### config.mk
export PLATFORM = sky130hd
export DESIGN_NAME = mlp_seq_ctrl
export DESIGN_NICKNAME = d
export VERILOG_FILES = /design/src/rtl/mlp_seq_ctrl.sv
export SDC_FILE = /design/constraint.sdc
export NUM_CORES = 1
export LEC_CHECK = 0
export BUFFER_PORTS_ARGS = -buffer_cell sky130_fd_sc_hd__buf_4
export CAP_MARGIN = 40
export CORE_MARGIN = 4
export CORE_UTILIZATION = 49
export CTS_CLUSTER_SIZE = 16
export DETAILED_ROUTE_END_ITERATION = 8
export PLACE_DENSITY = 0.81
export SLEW_MARGIN = 15
export SYNTH_ARGS = -nofsm -noshare
export SYNTH_HDL_FRONTEND = slang
export SYNTH_SLANG_ARGS = --single-unit
### constraint.sdc
create_clock -name clk -period 2.91 [get_ports clk]
set_input_delay 0.291 -clock clk [delete_from_list [all_inputs] [get_ports clk]]
set_output_delay 0.291 -clock clk [all_outputs]
set_load 0.01 [all_outputs]
### src/rtl/mlp_seq_ctrl.sv
// Sequencer for a tiny 8-4-3 style MLP: issues five neuron evaluations on a shared
// datapath, stores the results, picks the winning class and hands it to the consumer.
module mlp_seq_ctrl #(
    parameter int DP_TIMEOUT = 15
) (
    input  logic        clk,
    input  logic        rst_n,
    input  logic        in_valid,
    output logic        in_ready,
    input  logic [31:0] inp,
    output logic        dp_start,
    output logic        dp_layer,
    output logic [1:0]  dp_neuron,
    output logic [31:0] dp_x,
    input  logic        dp_done,
    input  logic [14:0] dp_res,
    output logic        out_valid,
    input  logic        out_ready,
    output logic [1:0]  out,
    output logic        err,
    output logic [2:0]  o_dbg_state
);

    // Handshakes: a transfer happens on a rising edge where valid and ready are both 1;
    // out/err never change while out_valid=1 and out_ready=0.
    localparam logic [2:0] S_IDLE   = 3'd0;
    localparam logic [2:0] S_START  = 3'd1;
    localparam logic [2:0] S_WAIT   = 3'd2;
    localparam logic [2:0] S_ARGMAX = 3'd3;
    localparam logic [2:0] S_OUT    = 3'd4;

    logic [2:0]  r_state;
    logic [31:0] r_x;
    logic [7:0]  r_h1;
    logic [7:0]  r_h2;
    logic [14:0] r_o0;
    logic [14:0] r_o1;
    logic [14:0] r_o2;
    logic        r_layer;
    logic [1:0]  r_neuron;
    logic [3:0]  r_cnt;
    logic [1:0]  r_out;
    logic        r_err;

    logic        w_last_eval;
    logic        w_timeout;
    logic [1:0]  w_argmax;

    assign w_last_eval = r_layer && (r_neuron == 2'd2);
    // This WAIT cycle is the DP_TIMEOUT-th one without dp_done.
    assign w_timeout   = (({1'b0, r_cnt} + 5'd1) >= 5'(DP_TIMEOUT));

    always_comb begin
        w_argmax = 2'd0;
        if (!((r_o0 >= r_o1) && (r_o0 >= r_o2))) begin
            w_argmax = (r_o1 >= r_o2) ? 2'd1 : 2'd2;
        end
    end

    always_ff @(posedge clk or negedge rst_n) begin
        if (!rst_n) begin
            r_state  <= S_IDLE;
            r_x      <= 32'd0;
            r_h1     <= 8'd0;
            r_h2     <= 8'd0;
            r_o0     <= 15'd0;
            r_o1     <= 15'd0;
            r_o2     <= 15'd0;
            r_layer  <= 1'b0;
            r_neuron <= 2'd0;
            r_cnt    <= 4'd0;
            r_out    <= 2'd0;
            r_err    <= 1'b0;
        end else begin
            case (r_state)
                S_IDLE: begin
                    if (in_valid) begin
                        r_x      <= inp;
                        r_layer  <= 1'b0;
                        r_neuron <= 2'd1;
                        r_state  <= S_START;
                    end
                end
                S_START: begin
                    r_cnt   <= 4'd0;
                    r_state <= S_WAIT;
                end
                S_WAIT: begin
                    if (dp_done) begin
                        case ({r_layer, r_neuron})
                            3'b001:  r_h1 <= dp_res[7:0];
                            3'b010:  r_h2 <= dp_res[7:0];
                            3'b100:  r_o0 <= dp_res;
                            3'b101:  r_o1 <= dp_res;
                            3'b110:  r_o2 <= dp_res;
                            default: ;
                        endcase
                        if (w_last_eval) begin
                            r_state <= S_ARGMAX;
                        end else begin
                            // Hidden neuron 0 is constant zero, so layer 0 ends after neuron 2.
                            if (!r_layer && (r_neuron == 2'd2)) begin
                                r_layer  <= 1'b1;
                                r_neuron <= 2'd0;
                            end else begin
                                r_neuron <= r_neuron + 2'd1;
                            end
                            r_state <= S_START;
                        end
                    end else if (w_timeout) begin
                        r_out   <= 2'b11;
                        r_err   <= 1'b1;
                        r_state <= S_OUT;
                    end else if (r_cnt != 4'hF) begin
                        r_cnt <= r_cnt + 4'd1;
                    end
                end
                S_ARGMAX: begin
                    r_out   <= w_argmax;
                    r_err   <= 1'b0;
                    r_state <= S_OUT;
                end
                S_OUT: begin
                    if (out_ready) begin
                        r_state <= S_IDLE;
                    end
                end
                default: r_state <= S_IDLE;
            endcase
        end
    end

    assign in_ready    = (r_state == S_IDLE);
    assign dp_start    = (r_state == S_START);
    assign dp_layer    = r_layer;
    assign dp_neuron   = r_neuron;
    assign dp_x        = r_layer ? {8'd0, r_h2, r_h1, 8'd0} : r_x;
    assign out_valid   = (r_state == S_OUT);
    assign out         = r_out;
    assign err         = r_err;
    assign o_dbg_state = r_state;

endmodule

# ---- After elaboration in Yosys (flattened, before gate mapping)
# Cells that the tools add are included.
dict set report op_classes {
  n_addsub 3
  order_cmp 4
  n_eq_ne 21
  muxes 29
  n_reduce_logical 19
}
# operator count
set op_table {}
lappend op_table {{15-bit greater-or-equal comparator} 3}
lappend op_table {{32-bit 2-to-1 mux} 1}
lappend op_table {{3-bit AND reduction} 7}
lappend op_table {{2-bit 2-to-1 mux} 9}
lappend op_table {{2-bit != test (second input constant)} 8}
lappend op_table {{3-bit one-hot mux with 5 select lines} 1}
lappend op_table {{3-bit equality test (second input constant)} 4}
lappend op_table {{3-bit 2-to-1 mux} 4}
lappend op_table {{4-bit 2-to-1 mux} 3}
lappend op_table {{3-bit by 2-bit equality test with 1-bit output (second input constant)} 3}
lappend op_table {{2-bit one-hot mux with 2 select lines} 2}
lappend op_table {{4-bit one-hot mux with 2 select lines} 1}
lappend op_table {{4-bit AND reduction} 2}
lappend op_table {{3-bit by 1-bit equality test with 1-bit output (second input constant)} 2}
lappend op_table {{1-bit 2-to-1 mux} 6}
lappend op_table {{2-bit nonzero test} 3}
lappend op_table {{4-bit by 1-bit adder with 5-bit output (second input constant)} 1}
lappend op_table {{5-bit by 4-bit greater-or-equal comparator with 1-bit output (second input constant)} 1}
lappend op_table {{5-bit AND reduction} 1}
lappend op_table {{4-bit by 1-bit adder with 4-bit output (second input constant)} 1}
lappend op_table {{4-bit != test (second input constant)} 1}
lappend op_table {{1-bit one-hot mux with 2 select lines} 2}
lappend op_table {{1-bit logical AND} 3}
lappend op_table {{3-bit zero test} 1}
lappend op_table {{other kinds (6)} 6}
dict set report totals {
  reg_bits 106
  in_bits 52
  output_inout_bits 44
}

# ---- Depth between registers and ports, before layout
dict set report depth {
  depth_word 6
  ltp_mapped 9
  mapped_depth_nobuf 8
}

# ---- Least setup slack after synthesis
# No wires, ideal clock.
dict set report synth_path {
  kind {register -> register}
  from {register r_cnt[0]}
  to {register r_cnt[2]}
  arrival_ns 1.968
  path_slack_ns 0.868
  path_stages_with_launch 10
  period_less_slack_ns 2.042
  cell_sequence {dfrtp_1 -> inv_1 -> ha_1 -> nor2b_1 -> o22ai_1 -> a222oi_1 -> o21ba_1 -> buf_6 -> mux2_4 -> o21ai_2}
}
dict set report synth_between {
  elab_chain_cells 5
  elab_cells_between_ends 11
}
# element line_no
set synth_lines {}
lappend synth_lines {{start: declaration} 41} ;# logic [3:0] r_cnt;
lappend synth_lines {{start signal: assignment} 115} ;# r_cnt <= r_cnt + 4'd1;
lappend synth_lines {{parallel branches: the longest is 5 deep, another holds 4-bit by 1-bit adder with 5-bit output} n/a}
# Several ways; the timed one is not identified. The select of a mux whose other input is x is not followed.
# A chain may end at the register's enable or synchronous reset.

# ---- Final worst setup path
# Ends and elaborated chain as after synthesis.

==> flow_summary.yaml <==
clock_network:
  cts_sinks: 106
  cts_tree: "yes"
  cts_root_buf: "clkbuf_16"
  clockBufferDepth: 2
  cts_setup_buffers: 0
  clk_latency_ns: 0.36
  post_cts_resized: 0
  htree_levels: 3
  cts_buffers: 9
  path_clk_slew_ns: 0.08
critical_path:
  end_kind: "flip-flop"
  crit_chain: "inv_1, ha_1, nor2b_1, o22ai_1, a222oi_1, o21ba_1, mux2_4, o21ai_2"
  worstPathArrival_ns: 2.64
  path_class: "reg -> reg"
  required_ns: 3.20
  cp_slowest_cell: "a222oi_1"
  cp-startpoint: "r_cnt[0]"
  reg2reg_from: "r_cnt[0]"
  startpoint_type: "flip-flop"
  max_stage_delay_ns: 0.43
  cp_max_fo: 7
placement:
  dp_hpwl_um: 8617
  io_buffers: 95
  gp_congestion: 0.9097
  dp_cells: 744
layout:
  multi_input_area_um2: 2658
  finalNetCount: 715
  register_area_um2: 2653
  finalNonFillerCells: 761
  area_growth_pct: 21.94
  n_fill_cell: 869
  drive_above_1_share_pct: 31.24
  diodes: 0
synthesis:
  avgSynthCellArea_um2: 10.67
  syn_area_um2: 5525
  syn_inst: 518
  synthArstFlopShare_pct: 100.0
  ys_seq_area_share_pct: 48.01
  ys_ff_latch: 106
  synth-edff-count: 0
  ys_warn_count: 0
  synth.distinct_cells: 45
  synth_area_leaders: "dfrtp_1 (48%), mux2_2 (13%), ha_1 (11%), nand2_1 (7.5%), inv_1 (2.4%)"
  synth_top_cell_area_share_pct: 48.01
  yosysTopAreaCell: "dfrtp_1"
  syn-num-nets: 617
  synthFlopType: "dfrtp_1"
floorplanning:
  die_h_um: 114.2
  die_area_um2: 13040
  io-pin-count: 96
  placementRows: 38
  start_util_pct: 50.53
  core_area_um2: 10940
  die_w_um: 114.2
drt:
  drt_iter0_drc: 160
  route.detailed.drc: 0
  via_count: 3962
  firstDrtPassIters: 5
  vias_per_cell: 5.206
  wl_per_cell_um: 15.66
  routed_wl_um: 11920
  ant_nets: 0
power_and_ir_drop:
  power.density_nw_per_um2: 810.9
  pwr-share-comb_pct: 37.0
  p_clk_share_pct: 23.3
  intPower_mw: 3.607
  net-switching-power_mw: 1.856
  switching_share_pct: 33.97
  vdd_drop_max_mv: 0.6107
  power_leakage_nw: 3.523
  pwr-share-seq_pct: 39.8
worst_hold_path:
  hold_path_startpoint: "inp[1]"
  worstHoldPathType: "in -> reg"
timing:
  fmax_ghz: 0.4256
  setup_viol: 0
  relSlewSlack_pct: 47.63
  rsz0062_at_grt: "false"
  period_needed_ns: 2.350
  slew_violations: 0
  timing.setup.tns_ns: 0
  skew_ns: 0.01113
  period_share_pct: 80.75
  worst_pin_slew_ns: 0.7836
  final_hold_viol_count: 0
global_route:
  grt_max_degree: 63
  grt_pass1_vias: 4209
  grt_pass1_wl_um: 19990
  antenna_found_initial: 0
  grt.overflow.total: 0
  grt_util_all_layers_pct: 19.23
run:
  cap_violations: 0
run_status:
  status: "complete, no violations"
## critical path: cells and delay by family (launching register included)
family / cells / cell delay (ns)
buf+inv: 1 / 0.09
simple gates: 1 / 0.13
mux: 1 / 0.33
fa+ha+maj: 1 / 0.32
flops: 1 / 0.42
compound gates: 4 / 0.98
## path summary, 6_finish.rpt
| check | cells past startpoint | to | slack [ns] |
|---|---|---|---|
| worst max-delay path | 8 | r_cnt[2] | 0.56 |
| worst min-delay path | 3 | r_x[1] | 0.12 |
| worst max register to register | 8 | r_cnt[2] | 0.56 |
| worst min register to register | 2 | r_x[27] | 0.47 |
| max in group asynchronous | 4 | r_x[22] | 1.71 |
| min in group asynchronous | 2 | r_o1[12] | 0.36 |
## stage by stage
step	power (mW)	area, um^2	utilization (%)	setup WS, ns	hold slack, ns
6_report	5.463	6738	61.61	0.5602	0.1187
5_1_grt	5.849	6738	61.61	0.4314	0.1063
4_1_cts	5.525	6738	61.61	0.5626	0.1080
3_5_place_dp	4.217	6414	58.65	0.5776	0.1931
3_3_place_gp	4.125	6386	58.40	0.6865	0.4508
2_1_floorplan	3.373	5525	-	0.8685	-0.004591
## power by group through the flow
stage          combinational [mW]  clock [mW]  sequential (mW)
2_1_floorplan                1.25           0             2.12
3_3_place_gp                 1.97           0             2.16
3_5_place_dp                 2.03           0             2.19
4_1_cts                      2.05        1.30             2.17
5_1_grt                      2.25        1.37             2.23
6_report                     2.02        1.27             2.17
## cell families (layout without fill, tap and decap cells)
| logic type | Yosys count | count (layout) | share of synthesized area (%) |
|---|---|---|---|
| adders and majority gates | 47 | 47 | 10.64 |
| buffers and inverters | 53 | 156 | 3.895 |
| muxes | 80 | 80 | 16.33 |
| and+or+nand+nor | 174 | 174 | 14.65 |
| AOI/OAI and AO/OA | 58 | 58 | 6.477 |
| DFF | 106 | 106 | 48.01 |
## cell usage after synthesis (2+ instances only)
master,number
and2_1,2
o21ai_0,15
and3_1,2
dfrtp_1,106
nand3b_2,2
a211oi_1,4
o22ai_1,2
nor4_1,2
nor3_1,3
mux2_1,11
nand2_1,110
mux2_2,66
nand3_1,4
buf_2,4
ha_1,47
nand4_1,5
inv_1,36
nor2b_1,20
o211ai_1,3
nor2_1,11
mux2i_1,2
a21oi_1,19
nor2_2,2
a21o_1,7
clkbuf_1,10
nand2b_1,4
## state kept, by name (all words and copies together), names as in the netlist
register     flops
r_x             32
r_o0            15
r_o1            15
r_o2            15
r_h1             8
r_h2             8
r_cnt            4
o_dbg_state      3
dp_neuron        2
out              2
dp_layer         1
err              1
## final cells by class
| class | count | share of cell area (%) |
|---|---|---|
| clock inverter | 7 | 1.318 |
| tap | 140 | 2.600 |
| sequential | 106 | 39.37 |
| inverter | 36 | 2.006 |
| timing repair buffer | 104 | 11.92 |
| multi-input combinational | 359 | 39.44 |
| clock buffer | 9 | 3.343 |
## timing repair
| action | CTS | global route |
|---|---|---|
| hold buffers | 1 | 0 |
| setup endpoints to repair | 0 | 0 |
| endpoints found under the hold margin | 20 | 0 |
## layout by cell type, fill, tap and decap left out, drive strengths merged, types with 2 or more instances in the layout
| cell type | count |
|---|---|
| mux2i | 2 |
| nor3 | 3 |
| buf | 103 |
| clkbuf | 9 |
| nor2b | 20 |
| a211oi | 4 |
| nand2b | 4 |
| a21oi | 19 |
| nand2 | 110 |
| nor2 | 13 |
| and3 | 2 |
| nand3b | 2 |
| clkinv | 2 |
| o22ai | 2 |
| o211ai | 3 |
| o21ai | 16 |
| clkinvlp | 2 |
| and2 | 2 |
| nand4 | 5 |
| nand3 | 5 |
| mux2 | 78 |
| ha | 47 |
| dfrtp | 106 |
| nor4 | 2 |
| inv | 38 |
| nor3b | 2 |
| a21o | 7 |
## per-layer routing
| metal | track usage, % | up-vias | wire, um |
|---|---|---|---|
| li1 | - | 1962 | - |
| met1 | 23.73 | 1898 | 5199 |
| met2 | 32.16 | 91 | 5884 |
| met3 | 7.030 | 11 | 700 |
| met4 | 4.830 | 0 | 129 |
| met5 | 0 | - | 0 |
(Power assumes the default switching activity.)
